$ cat src/rtl/m_load_unit_pkg.sv
// Shared memory-stage definitions: load type codes, address map and load FSM states.
package m_load_unit_pkg;

  localparam int unsigned ADDR_W = 32;
  localparam int unsigned DATA_W = 32;
  localparam int unsigned TYPE_W = 3;

  localparam logic [TYPE_W-1:0] LD_NONE = 3'd0;
  localparam logic [TYPE_W-1:0] LD_LW   = 3'd1;
  localparam logic [TYPE_W-1:0] LD_LH   = 3'd2;
  localparam logic [TYPE_W-1:0] LD_LHU  = 3'd3;
  localparam logic [TYPE_W-1:0] LD_LB   = 3'd4;
  localparam logic [TYPE_W-1:0] LD_LBU  = 3'd5;

  localparam logic [ADDR_W-1:0] DM_END   = 32'h0000_2FFF;
  localparam logic [ADDR_W-1:0] TC0_BASE = 32'h0000_7F00;
  localparam logic [ADDR_W-1:0] TC1_BASE = 32'h0000_7F10;
  localparam logic [ADDR_W-1:0] IG_BASE  = 32'h0000_7F20;
  localparam logic [ADDR_W-1:0] TC_SPAN  = 32'd11;
  localparam logic [ADDR_W-1:0] IG_SPAN  = 32'd3;

  typedef enum logic [1:0] {
    ST_IDLE  = 2'd0,
    ST_REQ   = 2'd1,
    ST_DONE  = 2'd2,
    ST_DRAIN = 2'd3
  } ld_state_e;

  function automatic logic ld_legal(input logic [TYPE_W-1:0] t);
    return (t >= LD_LW) && (t <= LD_LBU);
  endfunction

  function automatic logic in_range(input logic [ADDR_W-1:0] a,
                                    input logic [ADDR_W-1:0] base,
                                    input logic [ADDR_W-1:0] span);
    return (a >= base) && (a <= base + span);
  endfunction

endpackage

$ cat src/rtl/m_load_ext.sv
// Byte/halfword select and sign/zero extension of a read word.
module m_load_ext
  import m_load_unit_pkg::*;
(
  input  logic [DATA_W-1:0] rdata,
  input  logic [TYPE_W-1:0] ld_type,
  input  logic [1:0]        offset,
  output logic [DATA_W-1:0] data
);

  logic [15:0] half;
  logic [7:0]  bsel;

  always_comb begin
    half = offset[1] ? rdata[31:16] : rdata[15:0];
    case (offset)
      2'd0:    bsel = rdata[7:0];
      2'd1:    bsel = rdata[15:8];
      2'd2:    bsel = rdata[23:16];
      default: bsel = rdata[31:24];
    endcase
    case (ld_type)
      LD_LH:   data = {{16{half[15]}}, half};
      LD_LHU:  data = {16'h0000, half};
      LD_LB:   data = {{24{bsel[7]}}, bsel};
      LD_LBU:  data = {24'h00_0000, bsel};
      default: data = rdata;
    endcase
  end

endmodule

$ cat src/rtl/m_load_unit.sv
// Memory-stage load engine: AdEL detection, word read over the bridge, extension and stall.
module m_load_unit
  import m_load_unit_pkg::*;
(
  input  logic              clk,
  input  logic              reset,
  input  logic              ld_valid,
  input  logic [2:0]        ld_type,
  input  logic [31:0]       ld_addr,
  input  logic              req,
  output logic              bus_req,
  output logic [31:0]       bus_addr,
  input  logic              bus_ack,
  input  logic [31:0]       bus_rdata,
  output logic              ld_stall,
  output logic              ld_done,
  output logic [31:0]       ld_data,
  output logic              exc_adel
);

  ld_state_e         state;
  logic [TYPE_W-1:0] lat_type;
  logic [1:0]        lat_off;
  logic [DATA_W-1:0] ext_data;
  logic              legal, is_tc, in_map, misal, adel_raw, go, start;

  // Address error and stall decode; forced low while reset is held.
  always_comb begin
    legal    = ld_legal(ld_type);
    is_tc    = in_range(ld_addr, TC0_BASE, TC_SPAN) | in_range(ld_addr, TC1_BASE, TC_SPAN);
    in_map   = (ld_addr <= DM_END) | is_tc | in_range(ld_addr, IG_BASE, IG_SPAN);
    misal    = ((ld_type == LD_LW) && (ld_addr[1:0] != 2'b00)) |
               (((ld_type == LD_LH) || (ld_type == LD_LHU)) && ld_addr[0]);
    adel_raw = ld_valid & legal & (misal | !in_map | ((ld_type != LD_LW) & is_tc));
    go       = ld_valid & legal & !adel_raw & !req;
    start    = go & (state == ST_IDLE);
    exc_adel = adel_raw & !reset;
    ld_stall = go & (state != ST_DONE) & !reset;
  end

  m_load_ext u_ext (
    .rdata   (bus_rdata),
    .ld_type (lat_type),
    .offset  (lat_off),
    .data    (ext_data)
  );

  always_ff @(posedge clk or posedge reset) begin
    if (reset) begin
      state    <= ST_IDLE;
      bus_req  <= 1'b0;
      bus_addr <= '0;
      ld_done  <= 1'b0;
      ld_data  <= '0;
      lat_type <= LD_NONE;
      lat_off  <= 2'b00;
    end else begin
      ld_done <= 1'b0;
      case (state)
        ST_IDLE: begin
          if (start) begin
            bus_addr <= {ld_addr[31:2], 2'b00};
            lat_type <= ld_type;
            lat_off  <= ld_addr[1:0];
            bus_req  <= 1'b1;
            state    <= ST_REQ;
          end
        end
        ST_REQ: begin
          // A flush in the ack cycle wins: data is dropped and no done pulse.
          if (bus_ack && req) begin
            bus_req <= 1'b0;
            state   <= ST_IDLE;
          end else if (bus_ack) begin
            bus_req <= 1'b0;
            ld_data <= ext_data;
            ld_done <= 1'b1;
            state   <= ST_DONE;
          end else if (req) begin
            state <= ST_DRAIN;
          end
        end
        ST_DONE: state <= ST_IDLE;
        ST_DRAIN: begin
          if (bus_ack) begin
            bus_req <= 1'b0;
            state   <= ST_IDLE;
          end
        end
        default: state <= ST_IDLE;
      endcase
    end
  end

endmodule
$ cat config.mk
export PLATFORM = sky130hd
export DESIGN_NAME = m_load_unit
export DESIGN_NICKNAME = d
export VERILOG_FILES = /design/src/rtl/m_load_unit_pkg.sv /design/src/rtl/m_load_ext.sv /design/src/rtl/m_load_unit.sv
export SDC_FILE = /design/constraint.sdc
export NUM_CORES = 1
export LEC_CHECK = 0
export CORE_ASPECT_RATIO = 0.6
export CORE_MARGIN = 8
export CORE_UTILIZATION = 48
export CTS_BUF_LIST = sky130_fd_sc_hd__clkbuf_4 sky130_fd_sc_hd__clkbuf_8
export CTS_CLUSTER_SIZE = 30
export DETAILED_ROUTE_END_ITERATION = 10
export HOLD_SLACK_MARGIN = 0.12
export PLACE_DENSITY = 0.88
export SYNTH_ARGS = -nofsm -noshare
export SYNTH_HDL_FRONTEND = slang
export SYNTH_SLANG_ARGS = --single-unit
$ cat constraint.sdc
create_clock -name clk -period 5.98 [get_ports clk]
set_input_delay 1.196 -clock clk [delete_from_list [all_inputs] [get_ports clk]]
set_output_delay 1.196 -clock clk [all_outputs]
set_load 0.01 [all_outputs]
==> flow_summary.json <==
{
  "status": "finished clean",
  "ys_seq_area_frac": 0.5145,
  "die_h_um": 81.70,
  "yosys_warnings": 0,
  "cp-startpoint": "ld_addr[15]",
  "critPathLaunchType": "input port",
  "wl_mm": 10.71,
  "ant_nets": 0,
  "wl_per_cell_um": 19.83,
  "antenna_found_initial": 0,
  "maxSlewHeadroom": 0.2014,
  "worstPathArrival_ps": 3440,
  "nets": 516,
  "num_antenna_cells": 0,
  "cts.repair.resized": 0,
  "dp_hpwl_mm": 8.079,
  "worstPathRequired_ps": 4780,
  "setup.worst_path.class": "input port to output pin",
  "fin_setup_tns_ps": 0,
  "drv_cap": 0,
  "max_stage_delay_ps": 580,
  "cts.hold.buffers_added": 0,
  "drtPass1Iterations": 4,
  "clk_pin_slew_ps": 80,
  "synth_edf_count": 0,
  "num_io_pins": 140,
  "synthFlopType": "dfrtp_1",
  "cts_htree_levels": 3,
  "crit_fanout": 3,
  "r2r-start": "lat_off[1]$_DFFE_PP0P_",
  "stdcell_area_um2": 5055,
  "leakagePower_uw": 0.002310,
  "grt.overflow.total": 0,
  "syn_inst": 313,
  "post-route-period-util": 0.7747,
  "cts_sinks": 71,
  "skew_ps": 7.326,
  "cts_setup_buffers": 0,
  "finalPower_uw": 1057,
  "min-delay-start": "bus_addr[16]$_DFFE_PP0P_",
  "vdd.ir_drop.worst_mv": 0.1671,
  "clock_path_buffers": 2,
  "core-area_um2": 7117,
  "async_flop_share": 1.000,
  "period_needed_ps": 4633,
  "layout_common_cells": "clkdlybuf4s50_1 (137), dfrtp_1 (71), nor2_1 (46)",
  "die-area_um2": 10250,
  "finalSetupViolCount": 0,
  "io_buffers": 137,
  "max_freq_mhz": 215.9,
  "pwr_density_cell_nw_per_um2": 209.1,
  "rsz0062_at_grt": "false",
  "rows": 24,
  "drtIter0Drc": 184,
  "die_x_um": 125.5,
  "grt_max_degree": 52,
  "vias": 2976,
  "slowest_stage": "clkdlybuf4s50_1",
  "grt_pass1_wl_mm": 16.73,
  "grt.total_usage": 0.2084,
  "cp-end-kind": "output pin",
  "hold_violations": 0,
  "slew_violations": 0,
  "place_area_um2": 4858,
  "drive_gt1_frac": 0.1359,
  "gp_congestion": 0.8446,
  "hp-class": "flop to flop",
  "viasPerCell": 5.511,
  "tightest_slew_ps": 1195,
  "netlist_area_um2": 3453,
  "area_growth_pct": 46.38,
  "cts_root_buf": "clkbuf_8",
  "avgSynthCellArea_um2": 11.03,
  "ys_types": 40,
  "initial_core_util": 0.4852,
  "drc_errors": 0,
  "cts_tree": "yes",
  "cp_cell_sequence": "clkdlybuf4s50_1, nand4b_1, nor3_1, a311oi_2, and2_2, nor3_1, clkdlybuf4s50_1",
  "mostFrequentLayoutCell": "clkdlybuf4s50_1",
  "grt_pass1_vias": 3139,
  "insertion_delay_ps": 350,
  "synth_seq_cells": 71,
  "numCtsBuffers": 9
}
## metal layers
layer | global-route usage | vias to the layer above | part of all wire
li1 | - | 1360 | -
met1 | 0.2488 | 1461 | 0.40
met2 | 0.3475 | 144 | 0.48
met3 | 0.08360 | 11 | 0.11
met4 | 0.06152 | 0 | 0.0089
met5 | 0 | - | 0
## flip-flops by register name, indices dropped and copies added (netlist names)
name      count
bus_addr     30
ld_done       1
bus_req       1
lat_off       2
ld_data      32
lat_type      3
state         2
## cell usage after synthesis (all sizes together), types with 2 or more instances
library cell / instances / share of area
mux4: 8 / 0.052
buf: 7 / 0.015
a21oi: 36 / 0.052
nor3: 2 / 0.0029
nor2b: 2 / 0.0036
nor4: 6 / 0.015
clkbuf: 14 / 0.016
dfrtp: 71 / 0.51
nand3b: 2 / 0.0043
nor2: 46 / 0.050
a31oi: 2 / 0.0036
a22o: 8 / 0.020
and2: 18 / 0.033
inv: 3 / 0.0033
mux2: 27 / 0.10
a22oi: 7 / 0.015
nand3: 2 / 0.0065
o21ai: 9 / 0.013
nand2: 21 / 0.023
and3: 2 / 0.0036
mux2i: 8 / 0.023
## path summary, 6_finish.rpt
kind / slack, ps / cells past startpoint / to
setup / recovery: 1350 / 7 / exc_adel
hold / removal: 490 / 1 / bus_addr[16]$_DFFE_PP0P_
setup reg to reg: 3200 / 5 / ld_data[26]$_DFFE_PP0P_
hold reg to reg: 490 / 1 / bus_addr[16]$_DFFE_PP0P_
max in group asynchronous: 3700 / 3 / ld_data[28]$_DFFE_PP0P_
min in group asynchronous: 1280 / 2 / bus_addr[15]$_DFFE_PP0P_
## kinds of logic (layout without fill, tap and decap cells)
| group | count (synthesis) | after routing | share of synthesized area |
|---|---|---|---|
| AOI/OAI and AO/OA | 65 | 65 | 0.1130 |
| xor gates and xnor gates | 2 | 2 | 0.005073 |
| buffers and inverters | 24 | 159 | 0.03405 |
| DFF | 71 | 71 | 0.5145 |
| muxes | 43 | 43 | 0.1764 |
| other | 1 | 2 | 0.001086 |
| and+or+nand+nor | 107 | 107 | 0.1558 |
## metrics by stage
stage / hold slack, ps / utilization / cells / setup slack, ps
floorplan: 503.5 / - / 314 / 2475
global placement: 467.9 / 0.6827 / 524 / 1443
detailed placement: 470.8 / 0.6827 / 524 / 1375
CTS: 494.6 / 0.7103 / 540 / 1357
global route: 513.1 / 0.7103 / 540 / 1179
finish: 487.8 / 0.7103 / 540 / 1347
## report_power, final
part / switching (µW) / internal, µW / total, µW / leakage (µW)
Sequential: 10.2 / 498 / 508 / 0.000973
Combinational: 66.3 / 92.7 / 159 / 0.00124
Clock: 197 / 193 / 390 / 0.0000956
Total: 274 / 784 / 1060 / 0.00231
## area by class of cell
type	count	area, µm²
Clock buffer	9	123.9
Clock inverter	7	72.57
Fill cell	536	2062
Inverter	3	11.26
Multi-Input combinational cell	219	1563
Sequential cell	71	1777
Tap cell	91	113.9
Timing Repair Buffer	140	1394
## worst max-delay path, delay by kind of cell
kind	cells	cell delay (ps)
AND/OR/NAND/NOR	4	930
AO/OA/AOI/OAI	1	230
buffers and inverters	2	1070
(Power assumes the default switching activity.)
